**src/rtl/sc_keypulse_pkg.sv**
```systemverilog
// Shared types and helpers for the key-pulse conditioning stage.
package sc_keypulse_pkg;

   // FSM state encodings for the key conditioner.
   typedef enum logic [1:0] {
      ST_IDLE        = 2'b00,
      ST_DEB_PRESS   = 2'b01,
      ST_HELD        = 2'b10,
      ST_DEB_RELEASE = 2'b11
   } kp_state_e;

   // Number of bits needed to hold the values 0 .. value-1.
   function automatic int unsigned kp_clog2(input int unsigned value);
      int unsigned v;
      int unsigned w;
      w = 0;
      v = (value > 0) ? value - 1 : 0;
      while (v != 0) begin
         w++;
         v = v >> 1;
      end
      return w;
   endfunction

   // Timer width sized for the largest of the three cycle counts, never below 1 bit.
   function automatic int unsigned kp_timer_width(input int unsigned a,
                                                  input int unsigned b,
                                                  input int unsigned c);
      int unsigned m;
      int unsigned w;
      m = a;
      if (b > m) m = b;
      if (c > m) m = c;
      w = kp_clog2(m);
      return (w == 0) ? 1 : w;
   endfunction

endpackage

```
**src/rtl/sc_sync2.sv**
```systemverilog
// Two-flop synchronizer for an asynchronous single-bit input (buttons, switches).
module sc_sync2 #(
   parameter logic RESET_VAL = 1'b1
) (
   input  logic clk_i,
   input  logic rst_ni,
   input  logic d_i,
   output logic q_o
);

   logic meta_q;
   logic sync_q;

   // Two-stage capture; the first stage may go metastable, the second settles it.
   always_ff @(posedge clk_i or negedge rst_ni) begin
      if (!rst_ni) begin
         meta_q <= RESET_VAL;
         sync_q <= RESET_VAL;
      end else begin
         meta_q <= d_i;
         sync_q <= meta_q;
      end
   end

   assign q_o = sync_q;

endmodule

```
**src/rtl/sc_key_pulse.sv**
```systemverilog
// Debounces an active-low push-button and emits a one-cycle active-low step
// request per accepted press, with optional auto-repeat while held.
module sc_key_pulse
   import sc_keypulse_pkg::*;
#(
   parameter int unsigned DEBOUNCE_CYCLES = 50000,
   parameter int unsigned HOLD_CYCLES     = 25000000,
   parameter int unsigned REPEAT_CYCLES   = 10000000,
   parameter bit          REPEAT_EN       = 1'b1
) (
   input  logic SC_KEYPULSE_CLOCK_50,
   input  logic SC_KEYPULSE_RESET_InLow,
   input  logic SC_KEYPULSE_key_InLow,
   output logic SC_KEYPULSE_pulse_OutLow,
   output logic SC_KEYPULSE_level_OutLow
);

   localparam int unsigned TW = kp_timer_width(DEBOUNCE_CYCLES, HOLD_CYCLES, REPEAT_CYCLES);

   localparam logic [TW-1:0] DEB_LOAD  = TW'(DEBOUNCE_CYCLES - 1);
   localparam logic [TW-1:0] HOLD_LOAD = TW'(HOLD_CYCLES - 1);
   localparam logic [TW-1:0] REP_LOAD  = TW'(REPEAT_CYCLES - 1);

   logic          key_s;
   kp_state_e     state_q, state_d;
   logic [TW-1:0] timer_q, timer_d;
   logic          pulse_q, pulse_d;
   logic          level_q, level_d;
   logic          timer_zero;

   sc_sync2 #(
      .RESET_VAL (1'b1)
   ) u_key_sync (
      .clk_i  (SC_KEYPULSE_CLOCK_50),
      .rst_ni (SC_KEYPULSE_RESET_InLow),
      .d_i    (SC_KEYPULSE_key_InLow),
      .q_o    (key_s)
   );

   assign timer_zero = (timer_q == '0);

   // Next-state, timer reload and output decisions.
   always_comb begin
      state_d = state_q;
      timer_d = timer_zero ? timer_q : timer_q - TW'(1);
      pulse_d = 1'b1;
      level_d = level_q;

      case (state_q)
         ST_IDLE: begin
            level_d = 1'b1;
            if (!key_s) begin
               state_d = ST_DEB_PRESS;
               timer_d = DEB_LOAD;
            end
         end

         ST_DEB_PRESS: begin
            if (key_s) begin
               state_d = ST_IDLE;
            end else if (timer_zero) begin
               state_d = ST_HELD;
               timer_d = HOLD_LOAD;
               pulse_d = 1'b0;
               level_d = 1'b0;
            end
         end

         ST_HELD: begin
            // Release is tested first so a coinciding repeat tick is dropped.
            if (key_s) begin
               state_d = ST_DEB_RELEASE;
               timer_d = DEB_LOAD;
            end else if (REPEAT_EN && timer_zero) begin
               timer_d = REP_LOAD;
               pulse_d = 1'b0;
            end
         end

         ST_DEB_RELEASE: begin
            if (!key_s) begin
               state_d = ST_HELD;
               timer_d = HOLD_LOAD;
            end else if (timer_zero) begin
               state_d = ST_IDLE;
               level_d = 1'b1;
            end
         end

         default: begin
            state_d = ST_IDLE;
            timer_d = '0;
         end
      endcase
   end

   // State, shared timer and registered outputs.
   always_ff @(posedge SC_KEYPULSE_CLOCK_50 or negedge SC_KEYPULSE_RESET_InLow) begin
      if (!SC_KEYPULSE_RESET_InLow) begin
         state_q <= ST_IDLE;
         timer_q <= '0;
         pulse_q <= 1'b1;
         level_q <= 1'b1;
      end else begin
         state_q <= state_d;
         timer_q <= timer_d;
         pulse_q <= pulse_d;
         level_q <= level_d;
      end
   end

   assign SC_KEYPULSE_pulse_OutLow = pulse_q;
   assign SC_KEYPULSE_level_OutLow = level_q;

endmodule

```
**config.mk**
```make
export PLATFORM = sky130hd
export DESIGN_NAME = sc_key_pulse
export DESIGN_NICKNAME = d
export VERILOG_FILES = /design/src/rtl/sc_keypulse_pkg.sv /design/src/rtl/sc_sync2.sv /design/src/rtl/sc_key_pulse.sv
export SDC_FILE = /design/constraint.sdc
export NUM_CORES = 1
export LEC_CHECK = 0
export CAP_MARGIN = 40
export CORE_MARGIN = 1.5
export CORE_UTILIZATION = 58
export CTS_CLUSTER_DIAMETER = 60
export DETAILED_ROUTE_END_ITERATION = 6
export PLACE_DENSITY = 0.73
export RECOVER_POWER = 50
export SLEW_MARGIN = 30
export SYNTH_ARGS = -nofsm -noshare
export SYNTH_HDL_FRONTEND = slang
export SYNTH_SLANG_ARGS = --single-unit
```
**constraint.sdc**
```tcl
create_clock -name SC_KEYPULSE_CLOCK_50 -period 3.2 [get_ports SC_KEYPULSE_CLOCK_50]
set_input_delay 0.32 -clock SC_KEYPULSE_CLOCK_50 [delete_from_list [all_inputs] [get_ports SC_KEYPULSE_CLOCK_50]]
set_output_delay 0.32 -clock SC_KEYPULSE_CLOCK_50 [all_outputs]
set_load 0.02 [all_outputs]
```
**After elaboration in Yosys (flattened, before gate mapping)**

Index checks and enable logic that the tools add are counted.

- Register bits: 31
- Input bits: 3

- Add/subtract/negate cells: 1
- Equal/unequal tests: 11
- Muxes and demuxes: 23
- Reduce and logical (&&, ||, !) cells: 6

Operator list:

| cell | count |
|---|---|
| $mux W25 | 7 |
| $pmux W25 S4 | 1 |
| $logic_not A25 Y1 | 1 |
| $sub A25 B1 Y25 const B | 1 |
| $mux W2 | 6 |
| $ne A2 B2 Y1 const B | 4 |
| $pmux W2 S4 | 1 |
| $mux W1 | 7 |
| $reduce_and A5 Y1 | 1 |
| $eq A2 B2 Y1 const B | 2 |
| $ne A2 B1 Y1 const B | 2 |
| $reduce_and A4 Y1 | 1 |
| $ne A3 B2 Y1 const B | 1 |
| $ne A3 B3 Y1 const B | 1 |
| $pmux W1 S3 | 1 |
| $reduce_bool A3 Y1 | 1 |
| $eq A2 B1 Y1 const B | 1 |
| $logic_not A2 Y1 | 1 |
| $reduce_or A2 Y1 | 1 |

**Depth between registers and ports, before layout**

- Word-level depth: 5
- Gate-level depth with buffers: 9
- Depth with buffers taken out: 8

**Hierarchy**

A second synthesis with hierarchy kept.

- Cells, all modules: 203
- Area, all modules: 1,875.5 sq um

By module, submodules not included:

| module | instances | cells an instance | area an instance (sq um) | seq. area each (sq um) |
|---|---|---|---|---|
| sc_key_pulse | 1 | 201 | 1,823.0 | 728.2 |
| sc_sync2 | 1 | 2 | 52.6 | 52.6 |

**Least setup slack after synthesis**

OpenSTA, ideal clock, no wires.

- Kind: flip-flop to flip-flop
- Start: register state_q[0]
- End: register timer_q[5]
- Data arrival time: 1.958 ns
- Setup slack: 1.079 ns
- Cell stages (with the launch flop): 9
- Cell sequence: dfrtp_1 > inv_1 > ha_1 > clkbuf_1 > nor2b_1 > o41ai_1 > nor4_1 > mux2i_1 > o211ai_1

- Longest elaborated chain between the ends: 2

RTL lines:

| element | line | text |
|---|---|---|
| start, declared | sc_key_pulse.sv:25 | `kp_state_e state_q, state_d;` |
| start signal, assigned | sc_key_pulse.sv:105 | `state_q <= state_d;` |
| $eq A2 B2 Y1 (tied with other cells) | sc_key_pulse.sv:49 | `case (state_q)` |
| $pmux W25 S4 * | sc_key_pulse.sv:49 |  |
| via timer_d[5] | sc_key_pulse.sv:26 | `logic [TW-1:0] timer_q, timer_d;` |
| end signal, assigned | sc_key_pulse.sv:106 | `timer_q <= timer_d;` |
| end, declared | sc_key_pulse.sv:26 |  |

Mark *: on every way through the listed nets, which the timed path passes. The rest lies on a longest branch.
A chain may end at the register's enable or synchronous reset.

**Worst setup path in the final report**

- Start: register timer_q[14]
- End: register timer_q[11]

- Longest elaborated chain between the ends: 5

RTL lines:

| element | line | text |
|---|---|---|
| $logic_not A25 Y1 * | sc_key_pulse.sv:40 | `assign timer_zero = (timer_q == '0);` |
| $mux W25 | sc_key_pulse.sv:45 | `timer_d = timer_zero ? timer_q : timer_q - TW'(1);` |
| $mux W25, on equally long branches | sc_key_pulse.sv:74, sc_key_pulse.sv:61 |  |
| $mux W25, on equally long branches | sc_key_pulse.sv:71, sc_key_pulse.sv:59 |  |
| $pmux W25 S4 * | sc_key_pulse.sv:49 |  |
| via timer_d[11] | sc_key_pulse.sv:26 |  |

Marked as above.

==> results.txt <==
outcome: finished with violations
failing checks: capacitance limit, slew limit
Post-DRT Antenna Nets: 0
Syn Std Cell Area: 2160 sq um
Synth Instances: 242
first-pass GRT wire length: 9.29 mm
clock network latency to the later pin of the worst-skew pair: 290 ps
Seq/Total Area, Yosys: 36.1%
count of final hold-check violations: 0
initial core utilization: 59.5%
FF-to-FF Start: timer_q[14]
initial antenna violation count: 0
Most used DFF post-synth: dfrtp_1
final slew viol count: 32
maximum VDD drop: 0.561 mV
power per cell area: 988 nW/um^2
CP max-delay cell: a32oi_1
Cells after DPL: 285
H-Tree Depth: 2
FILL cells: 340
slew margin rel.: -11.6%
gpl congestion: 1.01
async set-or-reset flop fraction in the synthesized netlist: 100%
DR WL/cell: 18.6 um
Max clock buf depth: 2
unrepaired setup endpoints after global routing: false
Yosys top cell by area: dfrtp_1
syn avg cell area: 8.94 sq um
DR DRC count: 0
WP data required: 3320 ps
share of the synthesized area in the top cell type: 31.2%
Setup crit start: timer_q[14]
Core Area: 3630 sq um
diode count: 0
die width: 64.1 um
Worst setup EP type: register
Die Ht: 64.1 um
GR Overflow Total: 0
crit-path max FO: 7
commonest cells in the netlist: dfrtp_1, o21ai_0, nor2_1, xnor2_1
TritonCTS buffer count: 5
worst setup path class: reg2reg
clk_skew: 13.0 ps
storage element area: 781 sq um
area of the multi-input gates: 1280 sq um
final net count: 254
full die area: 4100 sq um
Area growth, synth to finish: 6.65%
DRT iter0 DRCs: 136
end of the critical path: timer_q[11]
detailed-route via count: 1912
startpoint types: register
hpwl dp: 3.96 mm
Yosys warning count: 0
hold-fix buffer count after cts: 0
gr usage total: 30.0%
count of input and output buffers: 4
clock root buffer: clkbuf_8
fin cells: 293
# setup viols final: 0
worst-case reg-to-reg path depth: 5
post-cts gate resize count: 0
crit share post-route: 88.5%
number of synthesized flops with an enable pin: 0
Post-Route WL: 5.45 mm
Final min period: 2830 ps
share of cells above drive strength 1: 12.2%
max cap viols: 1
vias per std cell: 6.53
Worst-Margin Slew: 1670 ps
Syn Nets: 252
Pre-antenna DRT Iters: 5
reg2reg setup slack: 370 ps
largest net degree at the start of global routing: 32
clock sinks: 31
Reg-to-Reg End: timer_q[11]
fmax: 353 MHz
setup TNS: 0 ps
Site Rows: 22
CTS tree: done
number of global-route vias before repair: 1876
unique cell type count in the Yosys netlist: 57
most numerous cell in the Yosys netlist: dfrtp_1
Arr. time, crit path: 2950 ps
critical-path cell list: nor4_1, and4b_1, nand3_1, a32oi_1, o21ai_0
Clk pin slew, worst setup/hold paths: 60 ps
Worst path max stage delay: 690 ps
count of state elements after synthesis: 31
number of top-level pins: 5
Post-CTS Setup Bufs: 0
leading post-synthesis cells by cell area: dfrtp_1, xnor2_1, dfstp_2, o21ai_0, ha_1
leakage: 0.850 nW
hold crit path type: reg2reg
[logic make-up after synthesis]
| group | share of synthesized area [%] |
|---|---|
| adder cells (fa/ha/maj) | 4.05 |
| flip-flops | 36.1 |
| XOR/XNOR | 7.29 |
| AND/OR/NAND/NOR | 26.5 |
| multiplexers | 0.925 |
| AO/OA/AOI/OAI | 20.3 |
| buffers and inverters | 4.80 |
[how the worst min path moves through the flow]
| stage | cells after the start | endpoint | slack (ps) | startpoint |
|---|---|---|---|---|
| floorplan | 0 | asynchronous set/reset pin | 20 | SC_KEYPULSE_RESET_InLow |
| global placement | 0 | u_key_sync.q_o | 350 | u_key_sync.meta_q |
| detailed placement | 0 | u_key_sync.q_o | 350 | u_key_sync.meta_q |
| CTS | 0 | u_key_sync.q_o | 360 | u_key_sync.meta_q |
| global route | 0 | u_key_sync.q_o | 370 | u_key_sync.meta_q |
| finish | 0 | u_key_sync.q_o | 360 | u_key_sync.meta_q |
[cell usage in the layout (no fill, tap or decap), drive strengths merged, types with 4 or more instances in the layout]
master / instances
inv: 7
nand3: 6
a211oi: 5
nor4: 12
nand4: 4
or2: 5
or4: 8
nand2: 6
nor2b: 4
a21oi: 13
dfstp: 4
clkbuf: 8
dfrtp: 27
xnor2: 17
o21ai: 26
nor2: 19
nor3: 14
ha: 7
[cell type report]
cell class              instances  area share (%)
clock inverters                 1           0.217
inverters                       8            1.30
repair buffers                  8            2.87
multi-input cells             190            55.4
well taps                      48            2.60
clock buffers                   7            3.74
flip-flops and latches         31            33.8
[state kept, by name, indices dropped and copies added, names as in the netlist, named ones only]
register	cells
u_key_sync.q_o	1
timer_q	25
u_key_sync.meta_q	1
state_q	1
SC_KEYPULSE_level_OutLow	1
SC_KEYPULSE_pulse_OutLow	1
[metal layers]
layer,GRT usage (%),up-vias,wire (um)
met1,40.5,910,2460
met2,45.4,82,2480
li1,-,909,-
met5,0,-,0
met3,6.69,11,371
met4,14.7,0,135
[report_power, final]
| part | leakage (nW) | internal [mW] | switching (mW) | total [mW] |
|---|---|---|---|---|
| registers | 0.390 | 0.528 | 0.180 | 0.707 |
| logic | 0.412 | 0.491 | 0.763 | 1.25 |
| clock network | 0.0482 | 0.173 | 0.146 | 0.320 |
| total | 0.850 | 1.19 | 1.09 | 2.28 |
[worst max-delay path: cells and delay by family, from the launching register on]
family	cells	cell delay, ps
and+or+nand+nor	3	1310
DFF	1	440
AOI/OAI and AO/OA	2	910
[per-stage QoR]
stage | setup WS, ps | util (%) | cell area [sq um] | power, mW | hold slack, ps
2_1_floorplan | 1080 | - | 2160 | 1.62 | 24.4
4_1_cts | 458 | 63.6 | 2310 | 2.26 | 362
5_1_grt | 293 | 63.5 | 2310 | 2.46 | 366
3_3_place_gp | 466 | 61.1 | 2220 | 1.92 | 352
3_5_place_dp | 472 | 61.1 | 2220 | 1.93 | 349
6_report | 369 | 63.5 | 2310 | 2.28 | 361
Power figures use the tool's default switching activity.
